File: config.mk
export PLATFORM = sky130hd
export DESIGN_NAME = duty_slew_limiter
export DESIGN_NICKNAME = d
export VERILOG_FILES = /design/src/rtl/duty_slew_limiter.sv
export SDC_FILE = /design/constraint.sdc
export NUM_CORES = 1
export LEC_CHECK = 0
export ABC_AREA = 1
export BUFFER_PORTS_ARGS = -buffer_cell sky130_fd_sc_hd__buf_2
export CAP_MARGIN = 20
export CORE_MARGIN = 2
export CORE_UTILIZATION = 47
export CTS_BUF_LIST = sky130_fd_sc_hd__clkbuf_16
export DETAILED_ROUTE_END_ITERATION = 12
export PLACE_DENSITY = 0.65
export SYNTH_ARGS = -nofsm -noshare
export SYNTH_HDL_FRONTEND = slang
export SYNTH_SLANG_ARGS = --single-unit
File: constraint.sdc
create_clock -name clk -period 7.8 [get_ports clk]
set_clock_uncertainty 0.15 [all_clocks]
set_input_delay 0 -clock clk [delete_from_list [all_inputs] [get_ports clk]]
set_output_delay 0 -clock clk [all_outputs]
set_load 0.05 [all_outputs]
File: src/rtl/duty_slew_limiter.sv
// -----------------------------------------------------------------------------
// duty_slew_limiter
//
// Slew-rate limiter between the colour generator and the PWM generator.
// Four duty channels (red, green, blue, white) each hold a target and a
// registered output. With ramp_en=1, a new target set is approached in steps
// of at most STEP, one step every PRESC tick pulses. With ramp_en=0, the
// targets are applied to the outputs immediately (one-cycle bypass).
//
// Ports
//   clk          system clock, rising-edge active
//   reset        asynchronous, active-high reset
//   tick         one-clk-wide rate enable from the shared prescaler
//   ramp_en      1 = slew-limited transition, 0 = bypass (sampled with tgt_valid)
//   tgt_valid    one-cycle strobe: capture duty0..duty3 as new targets
//   duty0..3     target duties (WIDTH bits each)
//   out0..3      registered slewed duties (WIDTH bits each)
//   settled      high while no ramp is in progress
// -----------------------------------------------------------------------------
module duty_slew_limiter #(
    parameter int WIDTH = 8,
    parameter int PRESC = 4,
    parameter int STEP  = 1
) (
    input  logic             clk,
    input  logic             reset,
    input  logic             tick,
    input  logic             ramp_en,
    input  logic             tgt_valid,
    input  logic [WIDTH-1:0] duty0,
    input  logic [WIDTH-1:0] duty1,
    input  logic [WIDTH-1:0] duty2,
    input  logic [WIDTH-1:0] duty3,
    output logic [WIDTH-1:0] out0,
    output logic [WIDTH-1:0] out1,
    output logic [WIDTH-1:0] out2,
    output logic [WIDTH-1:0] out3,
    output logic             settled
);

    // Prescaler counter is at least one bit wide so PRESC=1 still elaborates.
    localparam int                PW        = (PRESC > 1) ? $clog2(PRESC) : 1;
    localparam logic [PW-1:0]     PCNT_LAST = PW'(PRESC - 1);
    localparam logic [WIDTH:0]    STEP_X    = (WIDTH + 1)'(STEP);

    typedef enum logic {
        IDLE = 1'b0,
        RAMP = 1'b1
    } state_t;

    state_t            state_q, state_d;
    logic [PW-1:0]     pcnt_q, pcnt_d;
    logic [WIDTH-1:0]  tgt_q [4];
    logic [WIDTH-1:0]  tgt_d [4];
    logic [WIDTH-1:0]  out_q [4];
    logic [WIDTH-1:0]  out_d [4];
    logic [WIDTH-1:0]  duty_in [4];
    logic              step_en;
    logic              all_eq;

    assign duty_in[0] = duty0;
    assign duty_in[1] = duty1;
    assign duty_in[2] = duty2;
    assign duty_in[3] = duty3;

    // One slew step toward tgt. The extra MSB keeps cur+STEP and tgt+STEP
    // from wrapping, so the result clamps at the target instead of
    // overshooting through 0 or the top of the range.
    function automatic logic [WIDTH-1:0] slew(input logic [WIDTH-1:0] cur,
                                              input logic [WIDTH-1:0] tgt);
        logic [WIDTH:0] cur_x;
        logic [WIDTH:0] tgt_x;
        logic [WIDTH:0] res_x;
        cur_x = {1'b0, cur};
        tgt_x = {1'b0, tgt};
        res_x = cur_x;
        if (cur_x < tgt_x) begin
            res_x = cur_x + STEP_X;
            if (res_x > tgt_x) begin
                res_x = tgt_x;
            end
        end else if (cur_x > tgt_x) begin
            if (cur_x < tgt_x + STEP_X) begin
                res_x = tgt_x;
            end else begin
                res_x = cur_x - STEP_X;
            end
        end
        return res_x[WIDTH-1:0];
    endfunction

    always_comb begin
        // NOTE: every variable gets a default before any branch, so no path
        // leaves one unassigned and no latch is inferred.
        state_d = state_q;
        pcnt_d  = pcnt_q;
        tgt_d   = tgt_q;
        out_d   = out_q;
        all_eq  = 1'b1;
        for (int i = 0; i < 4; i++) begin
            if (out_q[i] != tgt_q[i]) begin
                all_eq = 1'b0;
            end
        end

        step_en = (state_q == RAMP) && tick && (pcnt_q == PCNT_LAST);

        if ((state_q == RAMP) && tick) begin
            pcnt_d = (pcnt_q == PCNT_LAST) ? '0 : pcnt_q + PW'(1);
        end

        // A step always uses the targets held before this edge; a coincident
        // tgt_valid only affects the steps that follow.
        if (step_en) begin
            for (int i = 0; i < 4; i++) begin
                out_d[i] = slew(out_q[i], tgt_q[i]);
            end
        end

        if (tgt_valid) begin
            tgt_d = duty_in;
            if (!ramp_en) begin
                // Bypass overrides any step that would have happened.
                out_d   = duty_in;
                state_d = IDLE;
                pcnt_d  = '0;
            end else if (state_q == IDLE) begin
                state_d = RAMP;
                pcnt_d  = '0;
            end
        end else if ((state_q == RAMP) && all_eq) begin
            state_d = IDLE;
        end
    end

    // NOTE: target/output arrays are individual flops, not a RAM, so
    // clearing them in the async reset branch is legitimate.
    always_ff @(posedge clk or posedge reset) begin
        if (reset) begin
            state_q <= IDLE;
            pcnt_q  <= '0;
            for (int i = 0; i < 4; i++) begin
                tgt_q[i] <= '0;
                out_q[i] <= '0;
            end
        end else begin
            // NOTE: non-blocking assignments so every register samples the
            // pre-edge values regardless of statement order.
            state_q <= state_d;
            pcnt_q  <= pcnt_d;
            tgt_q   <= tgt_d;
            out_q   <= out_d;
        end
    end

    assign out0    = out_q[0];
    assign out1    = out_q[1];
    assign out2    = out_q[2];
    assign out3    = out_q[3];
    assign settled = (state_q == IDLE);

endmodule

# Word-level counts from Yosys, hierarchy flattened
# Index checks and enable logic that the tools add are counted.
[totals]
regBits = 67
inputBits = 37
[classes]
add_sub_neg = 13
n_reduce_logical = 4
mux = 31
eq_ne = 5
magnitude_cmp = 16
bitwise = 1
[ops]
columns = ["cell", "count"]
rows = [
  ["$mux W8", 16],
  ["$mux W32", 3],
  ["$add A8 B1 Y9 const B", 8],
  ["$gt A9 B8 Y1", 4],
  ["$lt A8 B9 Y1", 4],
  ["$gt A8 B8 Y1", 4],
  ["$lt A8 B8 Y1", 4],
  ["$ne A8 B8 Y1", 4],
  ["$sub A8 B1 Y8 const B", 4],
  ["$mux W2", 5],
  ["$mux W1", 7],
  ["$logic_and A1 B1 Y1", 3],
  ["$add A2 B1 Y2 const B", 1],
  ["$eq A2 B2 Y1 const B", 1],
  ["$reduce_bool A2 Y1", 1],
  ["$not A1 Y1", 1],
]

# Depth between registers and ports, before layout
[logic_depth]
word_depth = 8
ltp_mapped = 20

# Worst setup path before layout
# OpenSTA, ideal clock, no wires.
[synth_timing]
path_kind = "register -> register"
from = "register out_q, in the netlist out3[2]"
to = "register out_q, in the netlist out3[1]"
t_required_ns = 7.533
setup_slack_ns = 4.763
arrival_ns = 2.770
n_path_buf = 1
stages_incl_launch_ff = 18
setup_ns = 0.117
cell_sequence = "dfrtp_1 -> clkbuf_2 -> nand3_1 -> nor2_1 -> nand3_1 -> nor2_1 -> xor2_1 -> inv_1 -> ha_1 -> nand2_1 -> nor2_1 -> nand3_1 -> nand2_4 -> nand2_1 -> nand3_1 -> nand3_1 -> nand2_1 -> nand2_1"
[synth_rtl]
columns = ["element", "line_no", "source"]
rows = [
  ["start, declared", "55", "logic [WIDTH-1:0] out_q [4];"],
  ["start signal, assigned", "152", "out_q <= out_d;"],
]

==> impl_metrics.env <==
export IMPL_worst_pin_slew_ns=0.9022
export IMPL_power_density_nw_per_um2=229.0
export IMPL_drc_errors=0
export IMPL_syn_area_um2=8222
export IMPL_ant_nets=0
export IMPL_routed_wl_um=24100
export IMPL_path_common_cell="nand2_1"
export IMPL_fmax_ghz=0.3163
export IMPL_synth_most_common_cell="nand2_1"
export IMPL_antenna_found_initial=0
export IMPL_die_y_um=136.3
export IMPL_timing_final_crit_share=0.4054
export IMPL_synth_avg_cell_area_um2=6.479
export IMPL_dp_hpwl_um=17800
export IMPL_yosysTopAreaCell="dfrtp_1"
export IMPL_diodes=0
export IMPL_syn_inst=1269
export IMPL_cts_buffers=9
export IMPL_yosys_warnings=0
export IMPL_core_um2=17180
export IMPL_grt_pass1_vias=7989
export IMPL_cp_required_ns=7.87
export IMPL_clock_latency_ns=0.34
export IMPL_synth_common_cells="nand2_1 (331), nand3_1 (154), inv_1 (152)"
export IMPL_critPathCaptureType="register"
export IMPL_p_leak_nw=4.978
export IMPL_setup_ws_ns=4.638
export IMPL_cts_setup_buffers=0
export IMPL_final_layout_size_suffix_gt1_frac=0.1032
export IMPL_slowest_delay_ns=0.56
export IMPL_hold_worst_slack_ns=0.1411
export IMPL_seqCellArea_um2=1677
export IMPL_root_buffer="clkbuf_16"
export IMPL_fin_tns_setup_ns=0
export IMPL_ys_flop_type="dfrtp_1"
export IMPL_fillerInstances=1745
export IMPL_die_w_um=136.3
export IMPL_final_area_um2=9465
export IMPL_start_kind="register"
export IMPL_via_per_inst=5.385
export IMPL_synthDistinctLibCells=36
export IMPL_crit_slowest_cell="dfrtp_1"
export IMPL_fin_crit_ns=3.162
export IMPL_synthTopCellsByArea="dfrtp_1 (20%), ha_1 (17%), nand2_1 (15%), nand3_1 (9.4%), inv_1 (6.9%)"
export IMPL_syn_nets=1415
export IMPL_finalSetupViolations=0
export IMPL_start_util=0.4787
export IMPL_grt_max_degree=68
export IMPL_clk_path_buf_depth=2
export IMPL_utilization=0.5511
export IMPL_grt_pass1_wl_um=40190
export IMPL_die_area_um2=18570
export IMPL_grt_usage=0.2704
export IMPL_status="finished, final reports clean"
export IMPL_grt_ovfl_total=0
export IMPL_clk_pin_slew_ns=0.06
export IMPL_max_slew_margin=0.3985
export IMPL_arrival_ns=3.23
export IMPL_hold_viol=0
export IMPL_synth_edff_count=0
export IMPL_routabilityCongestion=0.9288
export IMPL_rsz0062_at_grt="false"
export IMPL_post_place_ws_ns=4.582
export IMPL_yosysSeqAreaShare=0.2039
export IMPL_path_class="reg -> reg"
export IMPL_finalMaxSlewViolations=0
export IMPL_dr_pass1_iters=7
export IMPL_cts_sinks=67
export IMPL_crit_fanout=10
export IMPL_port_buffers=69
export IMPL_dr_total_vias=8567
export IMPL_drtIter0Drc=707
export IMPL_ys_ff_latch=67
export IMPL_fin_nets=1507
export IMPL_place_area_um2=8792
export IMPL_cap_violations=0
export IMPL_htree_num_levels=3
export IMPL_row_count=48
export IMPL_synth_top_area_share=0.2039
export IMPL_ios=70
export IMPL_tritoncts="done"
export IMPL_flow_area_growth_from_synthesis_pct=15.13
export IMPL_multiInputGateArea_um2=5823
export IMPL_synth_async_sr_flop_share=1.000
export IMPL_worstHoldPathType="in -> reg"
export IMPL_wl_per_cell_um=15.15
export IMPL_ir_drop_v=0.0001076
export IMPL_cp_cell_sequence="ha_1, nand2_1, nor2_4, nand3_1, xor2_1, inv_1, ha_1, nand2_1, nor3_1, nand3_1, nand2_4, nand2_1, nand3_1, nand2_1, nand2_1, a21oi_1"
-- per-layer routing --
metal,vias to the layer above,wire (um),track usage
li1,4323,-,-
met1,3931,11310,0.3821
met2,269,11050,0.4411
met3,44,1252,0.02125
met4,0,477,0.07986
met5,-,0,0
-- power breakdown --
group,switching [mW],total [mW],leakage [nW],internal [mW]
combinational,0.794,1.21,4.03,0.417
clock,0.169,0.448,0.149,0.279
sequential,0.116,0.508,0.794,0.393
total,1.08,2.17,4.98,1.09
-- area by class of cell --
| type | count | share of cell area |
|---|---|---|
| Multi-Input combinational cell | 1012 | 0.6152 |
| Sequential cell | 67 | 0.1771 |
| Timing Repair Buffer | 111 | 0.08090 |
| Inverter | 160 | 0.06345 |
| Tap cell | 225 | 0.02974 |
| Clock buffer | 9 | 0.02379 |
| Clock inverter | 7 | 0.009782 |
-- worst max-delay path, delay by kind of cell, from the launching register on --
kind / cells / cell delay (ns)
buffers and inverters: 1 / 0.08
AO/OA/AOI/OAI: 1 / 0.06
XOR/XNOR: 1 / 0.14
AND/OR/NAND/NOR: 11 / 1.49
flip-flops: 1 / 0.56
adder cells (fa/ha/maj): 2 / 0.55
-- state kept, by name, indices dropped and copies added, names as in the netlist --
name and flops:
out2 8, state_q 1, out0 8, out1 8, tgt_q 32, pcnt_q 2, out3 8
-- cell usage in the layout (no fill, tap or decap), types with 3 or more instances in the layout --
cell type / instances
a21o_1: 12
a21oi_1: 104
and3_1: 3
buf_2: 70
buf_4: 5
clkbuf_16: 9
clkinv_1: 4
dfrtp_1: 67
dlygate4sd3_1: 35
ha_1: 109
inv_1: 151
inv_2: 6
nand2_1: 331
nand2_2: 16
nand2_4: 6
nand3_1: 154
nand3_2: 4
nand4_1: 10
nor2_1: 95
nor2_2: 6
nor2_4: 8
nor3_1: 21
o21a_1: 4
o21ai_0: 50
o21ai_1: 4
xnor2_1: 9
xor2_1: 54
-- what timing repair did --
item                      4_1_cts  5_1_grt
hold buffers                   35        0
hold endpoints to repair      133        0
resized for setup               0        0
-- final timing paths --
kind                                     start  slack [ns]  depth (start not counted)                     to
max reg2reg                  out2[1]$_DFF_PP0_        4.64                         16      out2[5]$_DFF_PP0_
min reg2reg                pcnt_q[1]$_DFF_PP0_        0.42                          2    pcnt_q[1]$_DFF_PP0_
max                          out2[1]$_DFF_PP0_        4.64                         16      out2[5]$_DFF_PP0_
max in group asynchronous                reset        6.58                          4      out3[7]$_DFF_PP0_
min                                  tgt_valid        0.14                          4   tgt_q[2]$_DFFE_PP0P_
min in group asynchronous                reset        0.33                          4  tgt_q[23]$_DFFE_PP0P_
-- kinds of logic after synthesis --
kind of cell / synth area share
buffers and inverters: 0.08903
AOI/OAI and AO/OA: 0.1193
DFF: 0.2039
and+or+nand+nor: 0.3547
adders and majority gates: 0.1659
xor gates and xnor gates: 0.06711
-- stage by stage --
| step | instances | power, mW |
|---|---|---|
| after CTS | 1590 | 2.162 |
| final | 1591 | 2.167 |
| after floorplan | 1269 | 1.407 |
| after global placement | 1538 | 1.682 |
| after global routing | 1591 | 2.361 |
| after detailed placement | 1539 | 1.698 |
Power figures use the tool's default switching activity.
